`config.mk`:
```
export PLATFORM = sky130hd
export DESIGN_NAME = pipe_ctrl
export DESIGN_NICKNAME = d
export VERILOG_FILES = /design/src/rtl/pipe_ctrl.sv
export SDC_FILE = /design/constraint.sdc
export NUM_CORES = 1
export LEC_CHECK = 0
export ABC_AREA = 1
export CORE_MARGIN = 2
export CORE_UTILIZATION = 40
export DETAILED_ROUTE_END_ITERATION = 8
export GPL_TIMING_DRIVEN = 0
export PLACE_DENSITY = 0.68
export SYNTH_ARGS = -nofsm -noshare
export SYNTH_HDL_FRONTEND = slang
export SYNTH_SLANG_ARGS = --single-unit
```
`constraint.sdc`:
```
create_clock -name clk -period 4.5 [get_ports clk]
set_clock_uncertainty 0.05 [all_clocks]
set_input_delay 0.45 -clock clk [delete_from_list [all_inputs] [get_ports clk]]
set_output_delay 0.45 -clock clk [all_outputs]
set_load 0.01 [all_outputs]
```
`src/rtl/pipe_ctrl.sv`:
```
// Pipeline sequencer: fetch PC, per-stage stall vector, branch/exception redirect.
// Optional performance counters are compiled in with `define PIPE_CTRL_PERF_EN.
module pipe_ctrl #(
    parameter logic [31:0] RESET_PC = 32'hBFC00000,
    parameter int unsigned PC_STEP  = 4
) (
    input  logic        clk,
    input  logic        rst,
    input  logic        stall_req_if,
    input  logic        stall_req_id,
    input  logic        stall_req_ex,
    input  logic        branch_flag,
    input  logic [31:0] branch_addr,
    input  logic        exc_flag,
    input  logic [31:0] exc_addr,
    output logic [31:0] pc,
    output logic [4:0]  stall,
    output logic        flush,
    output logic        delay_slot
`ifdef PIPE_CTRL_PERF_EN
    ,
    output logic [31:0] perf_stall_cycles,
    output logic [31:0] perf_branches
`endif
);

    typedef enum logic {RUN, BR_PEND} state_e;

    state_e      state_q;
    logic [31:0] pc_q;
    logic [31:0] pend_q;
    logic        ds_q;
    logic        br_acc;
    logic [31:0] pc_inc_d;

    always_comb begin
        stall = 5'b00000;
        if (rst)               stall = 5'b00000;
        else if (exc_flag)     stall = 5'b00000;
        else if (stall_req_ex) stall = 5'b00111;
        else if (stall_req_id) stall = 5'b00011;
        else if (stall_req_if) stall = 5'b00001;
    end

    assign flush    = exc_flag & ~rst;
    assign br_acc   = branch_flag & ~exc_flag & ~stall_req_id & ~stall_req_ex & (state_q == RUN);
    assign pc_inc_d = pc_q + PC_STEP;

    always_ff @(posedge clk) begin
        if (rst) begin
            pc_q    <= RESET_PC;
            state_q <= RUN;
            pend_q  <= '0;
            ds_q    <= 1'b0;
        end else begin
            // Delay-slot marker follows the IF/ID register: held while it is frozen.
            ds_q <= stall[1] ? ds_q : 1'b0;
            case (state_q)
                RUN: begin
                    if (exc_flag) begin
                        pc_q <= exc_addr;
                        ds_q <= 1'b0;
                    end else if (br_acc && stall_req_if) begin
                        pend_q  <= branch_addr;
                        state_q <= BR_PEND;
                    end else if (br_acc) begin
                        pc_q <= branch_addr;
                        ds_q <= 1'b1;
                    end else if (!stall[0]) begin
                        pc_q <= pc_inc_d;
                    end
                end
                BR_PEND: begin
                    if (exc_flag) begin
                        pc_q    <= exc_addr;
                        pend_q  <= '0;
                        ds_q    <= 1'b0;
                        state_q <= RUN;
                    end else if (!stall[0]) begin
                        pc_q    <= pend_q;
                        ds_q    <= 1'b1;
                        state_q <= RUN;
                    end
                end
                default: state_q <= RUN;
            endcase
        end
    end

    assign pc         = pc_q;
    assign delay_slot = ds_q;

`ifdef PIPE_CTRL_PERF_EN
    logic [31:0] perf_stall_q;
    logic [31:0] perf_br_q;

    always_ff @(posedge clk) begin
        if (rst) begin
            perf_stall_q <= '0;
            perf_br_q    <= '0;
        end else begin
            if (stall[0]) perf_stall_q <= perf_stall_q + 32'd1;
            if (br_acc)   perf_br_q    <= perf_br_q + 32'd1;
        end
    end

    assign perf_stall_cycles = perf_stall_q;
    assign perf_branches     = perf_br_q;
`else
    // No performance counters in this build.
`endif

endmodule

```
# ---- Word-level counts from Yosys, hierarchy flattened
# Cells that the tools add are included.
dict set report word_totals {
  inputBits 71
  reg_bits 66
}
dict set report classes {
  reduce_logical 3
  n_mux 28
  bitwise 10
  n_addsub 1
  eq_ne 6
}
# op n
set op_table {}
lappend op_table {{two-way mux 32 bit} 9}
lappend op_table {{case mux 32 bit (2 select lines)} 2}
lappend op_table {{adder 32 x 3 -> 32 bit, second input constant} 1}
lappend op_table {{two-way mux 1 bit} 11}
lappend op_table {{two-way mux 3 bit} 3}
lappend op_table {{inequality test 3 bit, second input constant} 2}
lappend op_table {{AND reduction 3 bit} 2}
lappend op_table {{bitwise AND 1 bit} 5}
lappend op_table {{inverter 1 bit} 5}
lappend op_table {{inequality test 2 bit, second input constant} 2}
lappend op_table {{inequality test 4 bit, second input constant} 1}
lappend op_table {{case mux 1 bit (2 select lines)} 2}
lappend op_table {{two-way mux 2 bit} 1}
lappend op_table {{inequality test 2 x 1 -> 1 bit, second input constant} 1}
lappend op_table {{logical AND 1 bit} 1}

# ---- Longest topological paths before layout
# Gate-level depths: netlist of the first run.
dict set report depth {
  depth_word 10
  mapped_depth 12
  depth_no_buf 12
}

# ---- Least setup slack after synthesis of the first run
# OpenSTA, ideal clock, no wires.
dict set report synth_path {
  path_kind {input to register}
  from {input port rst}
  to {register pc_q[3] (netlist: pc[3])}
  setup_slack_ns 2.851
  arrival_time_ns 1.476
  cell_stages 9
  cell_sequence {buf_2 nor2_2 inv_1 a21oi_2 o21ai_2 buf_6 buf_6 o21ai_1 a21oi_1}
}
dict set report synth_between {
  elab_chain_cells 3
  word_cells_on_any_way 4
}
# element line_no
set synth_rtl {}
lappend synth_rtl {{start, declared} 8} ;# input logic rst,
lappend synth_rtl {{two-way mux 3 bit *} 38} ;# if (rst) stall = 5'b00000;
lappend synth_rtl {{named net stall[0]} 17} ;# output logic [4:0] stall,
lappend synth_rtl {{inequality test 4 bit (no source line) / inequality test 3 bit (equally long branches)} -}
lappend synth_rtl {{AND reduction 3 bit (no source line) *} -}
lappend synth_rtl {{end signal, assigned} 61} ;# pc_q <= exc_addr;
lappend synth_rtl {{end signal, assigned} 67} ;# pc_q <= branch_addr;
lappend synth_rtl {{end signal, assigned} 70} ;# pc_q <= pc_inc_d;
lappend synth_rtl {{end, declared} 30} ;# logic [31:0] pc_q;
# The timed path passes the listed nets; every way through them passes the cells marked *.
# A chain may end at the register's enable or synchronous reset.

# ---- Worst setup path in the final report of the first run
dict set report layout_path {
  from {input port exc_flag}
  to {output port stall[2]}
}
dict set report layout_between {
  elab_chain_cells 2
}
# element line_no
set layout_rtl {}
lappend layout_rtl {{start, declared} 14} ;# input logic exc_flag,
lappend layout_rtl {{two-way mux 3 bit} 39} ;# else if (exc_flag) stall = 5'b00000;
lappend layout_rtl {{two-way mux 3 bit} 38}
lappend layout_rtl {{end, declared} 17}
# Every way passes these cells.

==> metrics, run 1 <==
share of Yosys cell area claimed by the top area cell type 0.313; horizontal extent of the die 107 um; syn avg cell area 5.88 sq um; source of the critical timing path exc_flag; latest clock arrival within the worst-skew pair 0.36 ns; number of post-CTS setup repair buffers 0; aggregate global routing overflow 0; met3 track demand over resource in global routing 0.0389; met1 track demand over resource 0.390; number of enable flip-flop cells after synthesis 0; post-route clock period utilization 0.528; count of fill cells added during filler insertion 1100; Worst setup endpoint stall[2]; DRT Wirelength 15700 um; arrival time at the worst endpoint 1.88 ns; I/O pin count 110; cell area after placement 5440 sq um; IO Port Bufs 105; beginning of the worst register-to-register path pc[2]; worst-case register-to-register setup slack 2.52 ns; area inside the core boundary 10300 sq um; post-detail-place hpwl 12100 um; Worst-Margin Slew 0.658 ns; area used by multi-input combinational logic 2480 sq um; YS warnings 0; library cell occupying the most area in the post-synthesis netlist sky130_fd_sc_hd__dfxtp_1; PwrDens 275 nW/um^2; share of final-layout standard cells stronger than drive strength 1 0.0679; Max-cap violations 0; worst-case clock buffer depth 2; global route hottest layer met2; hold bufs inserted after CTS 0; Cells after DPL 959; biggest fanout along the worst timing path 10; vias in the first global route 4857; min cycle time layout 2.38 ns; TritonCTS clock tree done; met2 track utilization from global routing 0.449; post-route non-filler standard cell count 975; first-pass GRT wire length 24700 um; worst voltage drop across the vdd grid 0.000175 V; Gates resized, CTS repair 0; routability congestion estimate 0.931; kind of end point of the critical path primary output; number of hold violations in the final report 0; DR vias 5106; reg-to-reg endpoint pc[28]; netlist area before placement 4220 sq um; total setup violations reported at the end of the flow 0; residual DRC count 0; number of cells produced by synthesis 717; outcome completed; leak pwr 2.39 nW; global-route total usage across every layer 0.282; setup repair after global routing missed its margin false; setup TNS 0 ns; drt pass-1 iters 5; DRC marker count from the first detailed-route iteration 529; pin count of the biggest net entering global routing 12; Netlist cell types 37; most frequent cells in the layout sky130_fd_sc_hd__nand2_1 (284), sky130_fd_sc_hd__clkdlybuf4s50_1 (105), sky130_fd_sc_hd__nor2_1 (78), sky130_fd_sc_hd__dfxtp_1 (66), sky130_fd_sc_hd__a21oi_1 (63); most common cell after layout, fill and taps aside sky130_fd_sc_hd__nand2_1; depth of the worst register-to-register path 12; Hold/Removal Path Class primary input to register; maximum clock frequency 421 MHz; initial antenna violation count 0; Final Max Slew Viols 0; post-synthesis sequential element count 66; number of clock buffers inserted by TritonCTS 9; top area cells in the synthesized netlist sky130_fd_sc_hd__dfxtp_1 (31%), sky130_fd_sc_hd__nand2_1 (25%), sky130_fd_sc_hd__a21oi_1 (7.5%); sequential share of the synthesized area 0.313; Critical Setup Path Class primary input to primary output; area used by sequential logic in the layout 1320 sq um; sink count of the clock tree 66; Setup WS pre-CTS 2.14 ns; worst hold slack across all endpoints 0.321 ns; NumNets Final 906; starting density of the core 0.410; Ant. Diodes 0; Die Ht 107 um; via count normalized by instance count 5.24; headroom to the max-slew limit 0.562; area growth from synthesis to final layout 33.7%; DR WL/cell 16.1 um; required time at the endpoint of the critical path 4.00 ns; Post-synth top flop sky130_fd_sc_hd__dfxtp_1; clk slew on worst S/H paths 0.08 ns; number of nets still failing antenna checks after routing 0; area of the die 11400 sq um; final worst slack 2.12 ns; share of async-settable or async-resettable flops after synthesis 0; root cell of the clock tree sky130_fd_sc_hd__clkbuf_8; Final Cell Area 5640 sq um; deepest level of the CTS H-tree 3; Critical Path Start Type primary input; # rows 37
==> per-stage QoR <==
stage,util,total power (W)
floorplan,-,0.000844
global placement,0.529,0.00103
detailed placement,0.529,0.00103
CTS,0.548,0.00155
global route,0.548,0.00162
finish,0.548,0.00155
==> Yosys cell counts (all sizes together), types with 2 or more instances <==
| cell type | instances |
|---|---|
| o211ai | 2 |
| nor2 | 83 |
| o21ai | 42 |
| nand3b | 5 |
| inv | 51 |
| nand3 | 54 |
| clkbuf | 11 |
| nand2 | 287 |
| a21oi | 64 |
| o21bai | 4 |
| o22ai | 10 |
| buf | 26 |
| xor2 | 2 |
| dfxtp | 66 |
| or2 | 2 |
==> area by class of cell <==
cell class,instances,area share
multi-input cells,564,0.441
plain buffers,37,0.0384
well taps,136,0.0302
clock buffers,12,0.0257
inverters,51,0.0349
repair buffers,105,0.186
flip-flops and latches,66,0.234
clock inverters,4,0.00910
==> worst max-delay path, cell delays in order <==
cell and delay (ns):
sky130_fd_sc_hd__buf_6 0.11, sky130_fd_sc_hd__inv_6 0.10, sky130_fd_sc_hd__clkbuf_1 0.45, sky130_fd_sc_hd__nand2_1 0.10
sky130_fd_sc_hd__nor2_1 0.11, sky130_fd_sc_hd__clkdlybuf4s50_1 0.55
==> worst min-delay path by stage <==
stage,startpoint,to,cells past startpoint
global route,exc_flag,delay_slot,4
detailed placement,pend_q[1],pend_q[1],2
global placement,pend_q[15],pend_q[15],2
floorplan,pend_q[15],pend_q[15],2
finish,exc_flag,delay_slot,4
CTS,exc_flag,delay_slot,4
==> layer usage <==
layer | vias up | routed length [um]
li1 | 2517 | -
met1 | 2346 | 6940
met2 | 221 | 7290
met3 | 22 | 1140
met4 | 0 | 338
met5 | - | 0
==> kinds of logic (layout without fill, tap and decap cells) <==
family                     after synthesis  count (layout)  share of synthesized area
and+or+nand+nor                        434             434                      0.421
AOI/OAI and AO/OA                      124             124                      0.157
buffers and inverters                   88             209                     0.0980
DFF                                     66              66                      0.313
xor gates and xnor gates                 3               3                    0.00623
adders and majority gates                1               1                    0.00297
other                                    1               2                   0.000890
==> registers in the layout, indices dropped and copies added, names as in the netlist <==
signal	flops
pend_q	32
state_q	1
delay_slot	1
pc	32
==> where the power goes <==
group,switching (W),internal [W],total (W)
sequential,0.0000449,0.000615,0.000660
clock,0.000256,0.000272,0.000527
combinational,0.000188,0.000177,0.000365
Power figures use the tool's default switching activity.
==> inputs of run 2 (changes only) <==
==> constraint.sdc (replaced) <==
create_clock -name clk -period 2.2 [get_ports clk]
set_clock_uncertainty 0.05 [all_clocks]
set_input_delay 0.22 -clock clk [delete_from_list [all_inputs] [get_ports clk]]
set_output_delay 0.22 -clock clk [all_outputs]
set_load 0.01 [all_outputs]
==> run 2 against run 1 <==
Utilization unchanged; clock power rose by 100%; worst setup slack lost 1.9 ns; die area stayed put; sequential share of layout area did not move; power grew 100%; via count grew 0.71%; global-route usage barely moved; cell area is the same; first-iteration DRC count is 14% lower; sequential power is 100% higher; worst hold slack got worse by 0.23 ns; critical path type is now register to register.
==> metrics, run 2 (same netlist as run 1, synthesis figures left out) <==
outcome completed (unchanged); first-pass GRT wire length 24700 um (about the same); Gates resized, CTS repair 0 (unchanged); Slowest-stage cell, CP sky130_fd_sc_hd__dfxtp_1 (was sky130_fd_sc_hd__clkdlybuf4s50_1); worst voltage drop across the vdd grid 0.000358 V (was 0.000175 V); kind of end point of the critical path register (was primary output); I/O pin count 110 (unchanged); min cycle time layout 1.98 ns; Die Ht 107 um (unchanged); hold bufs inserted after CTS 0 (unchanged); deepest level of the CTS H-tree 3 (unchanged); total setup violations reported at the end of the flow 0 (unchanged); Critical Path Start Type register (was primary input); most common cell after layout, fill and taps aside sky130_fd_sc_hd__nand2_1 (unchanged); DR WL/cell 16.2 um (was 16.1 um); latest clock arrival within the worst-skew pair 0.36 ns (about the same); area inside the core boundary 10300 sq um (unchanged); number of clock buffers inserted by TritonCTS 9 (unchanged); Critical Setup Path Class register to register (was primary input to primary output); NumNets Final 906 (unchanged); switching power of the nets 0.000999 W (was 0.000488 W); Hold/Removal Path Class primary input to register (unchanged); DR vias 5142 (was 5106); aggregate global routing overflow 0 (unchanged); global-route total usage across every layer 0.283 (was 0.282); IO Port Bufs 105 (unchanged); maximum clock frequency 506 MHz; sink count of the clock tree 66 (unchanged); share of final-layout standard cells stronger than drive strength 1 0.0679 (unchanged); PwrDens 563 nW/um^2 (was 275 nW/um^2); vias in the first global route 4864 (was 4857); share of power burned in the clock network 0.340 (about the same); DRT Wirelength 15700 um (about the same); Final Max Slew Viols 0 (unchanged); Top cell by count, worst path sky130_fd_sc_hd__nand2_1; cell breakdown of the critical path ha_1 -> nand2_1 -> nor2_2 -> nand2_1 -> nor2_1 -> nand2_1 -> nand2_1 -> nand3_1 -> nand2_1 -> nand2_1 -> nand2_1 -> nand2_1 (was buf_6 -> inv_6 -> clkbuf_1 -> nand2_1 -> nor2_1 -> clkdlybuf4s50_1); initial antenna violation count 0 (unchanged); Crit path largest cell delay 0.45 ns (was 0.55 ns); residual DRC count 0 (unchanged); clk slew on worst S/H paths 0.08 ns (about the same); starting density of the core 0.410 (unchanged); setup repair after global routing missed its margin false (unchanged); # rows 37 (unchanged); count of fill cells added during filler insertion 1100 (unchanged); Final Cell Area 5640 sq um (unchanged); via count normalized by instance count 5.27 (was 5.24); routability congestion estimate 0.931 (unchanged); drt pass-1 iters 6 (was 5); required time at the endpoint of the critical path 2.41 ns (was 4.00 ns); horizontal extent of the die 107 um (unchanged); root cell of the clock tree sky130_fd_sc_hd__clkbuf_8 (unchanged); number of hold violations in the final report 0 (unchanged); Setup WS pre-CTS 0.0749 ns (was 2.14 ns); final design utilization 0.548 (unchanged); arrival time at the worst endpoint 2.19 ns (was 1.88 ns); part of the power in registers 0.425 (about the same); DRC marker count from the first detailed-route iteration 455 (was 529); area of the die 11400 sq um (unchanged); worst-case register-to-register setup slack 0.22 ns (was 2.52 ns); most frequent cells in the layout sky130_fd_sc_hd__nand2_1 (284), sky130_fd_sc_hd__clkdlybuf4s50_1 (105), sky130_fd_sc_hd__nor2_1 (78), sky130_fd_sc_hd__dfxtp_1 (66), sky130_fd_sc_hd__a21oi_1 (63) (unchanged); worst-case clock buffer depth 2 (unchanged); post-route clock period utilization 0.899; number of post-CTS setup repair buffers 0 (unchanged); internal power of the cells 0.00218 W (was 0.00106 W); area growth from synthesis to final layout 33.7% (unchanged); Ant. Diodes 0 (unchanged); biggest fanout along the worst timing path 6 (was 10); post-detail-place hpwl 12100 um (unchanged); pin count of the biggest net entering global routing 12 (unchanged); headroom to the max-slew limit 0.552 (was 0.562); Max-cap violations 0 (unchanged); leak pwr 2.39 nW (unchanged); cell area after placement 5440 sq um (unchanged); setup TNS 0 ns (unchanged); relative contribution of combinational cells to total power 0.235 (about the same); Worst-Margin Slew 0.672 ns (was 0.658 ns); number of nets still failing antenna checks after routing 0 (unchanged); switch share 0.315 (about the same); TritonCTS clock tree done (unchanged); final worst slack 0.222 ns (was 2.12 ns)
==> run 2: power by group through the flow <==
stage	combinational, W	clock (W)	sequential, W
after floorplan	0.000354	0	0.00137
after global placement	0.000734	0	0.00138
after detailed placement	0.000741	0	0.00138
after CTS	0.000745	0.00108	0.00135
after global routing	0.000826	0.00113	0.00136
final	0.000748	0.00108	0.00135
==> run 2: metal layers <==
metal / vias up / part of all wire / routed length [um] / global-route usage
met5: - / 0 / 0 / 0
met4: 0 / 0.028 / 437 / 0.104
met3: 32 / 0.082 / 1290 / 0.0389
met2: 249 / 0.46 / 7170 / 0.449
met1: 2339 / 0.44 / 6850 / 0.391
li1: 2522 / - / - / -
==> run 2: area by class of cell <==
class | instances | area (sq um) | area share
tap | 136 | 170 | 0.0302
clock inverter | 4 | 51.3 | 0.00910
sequential | 66 | 1320 | 0.234
timing repair buffer | 105 | 1050 | 0.186
multi-input combinational | 564 | 2480 | 0.441
buffer | 37 | 216 | 0.0384
inverter | 51 | 196 | 0.0349
clock buffer | 12 | 145 | 0.0257
==> run 2: worst max-delay path: cells and delay by family, from the launching register on <==
family                     cells  cell delay, ns
and+or+nand+nor               11            1.18
DFF                            1            0.45
adders and majority gates      1            0.20
==> run 2: worst paths after layout <==
check	end	cells after the start	from
setup / recovery	pc[28]	12	pc[2]
hold / removal	delay_slot	4	exc_flag
setup reg to reg	pc[28]	12	pc[2]
hold reg to reg	pend_q[9]	2	pend_q[9]
==> run 2: per-stage QoR <==
step / cells / total power, W / hold WS [ns]
after floorplan: 718 / 0.00173 / 0.317
after global placement: 959 / 0.00211 / 0.398
final: 975 / 0.00318 / 0.0898
after detailed placement: 959 / 0.00212 / 0.403
after CTS: 975 / 0.00317 / 0.0868
after global routing: 975 / 0.00331 / 0.125
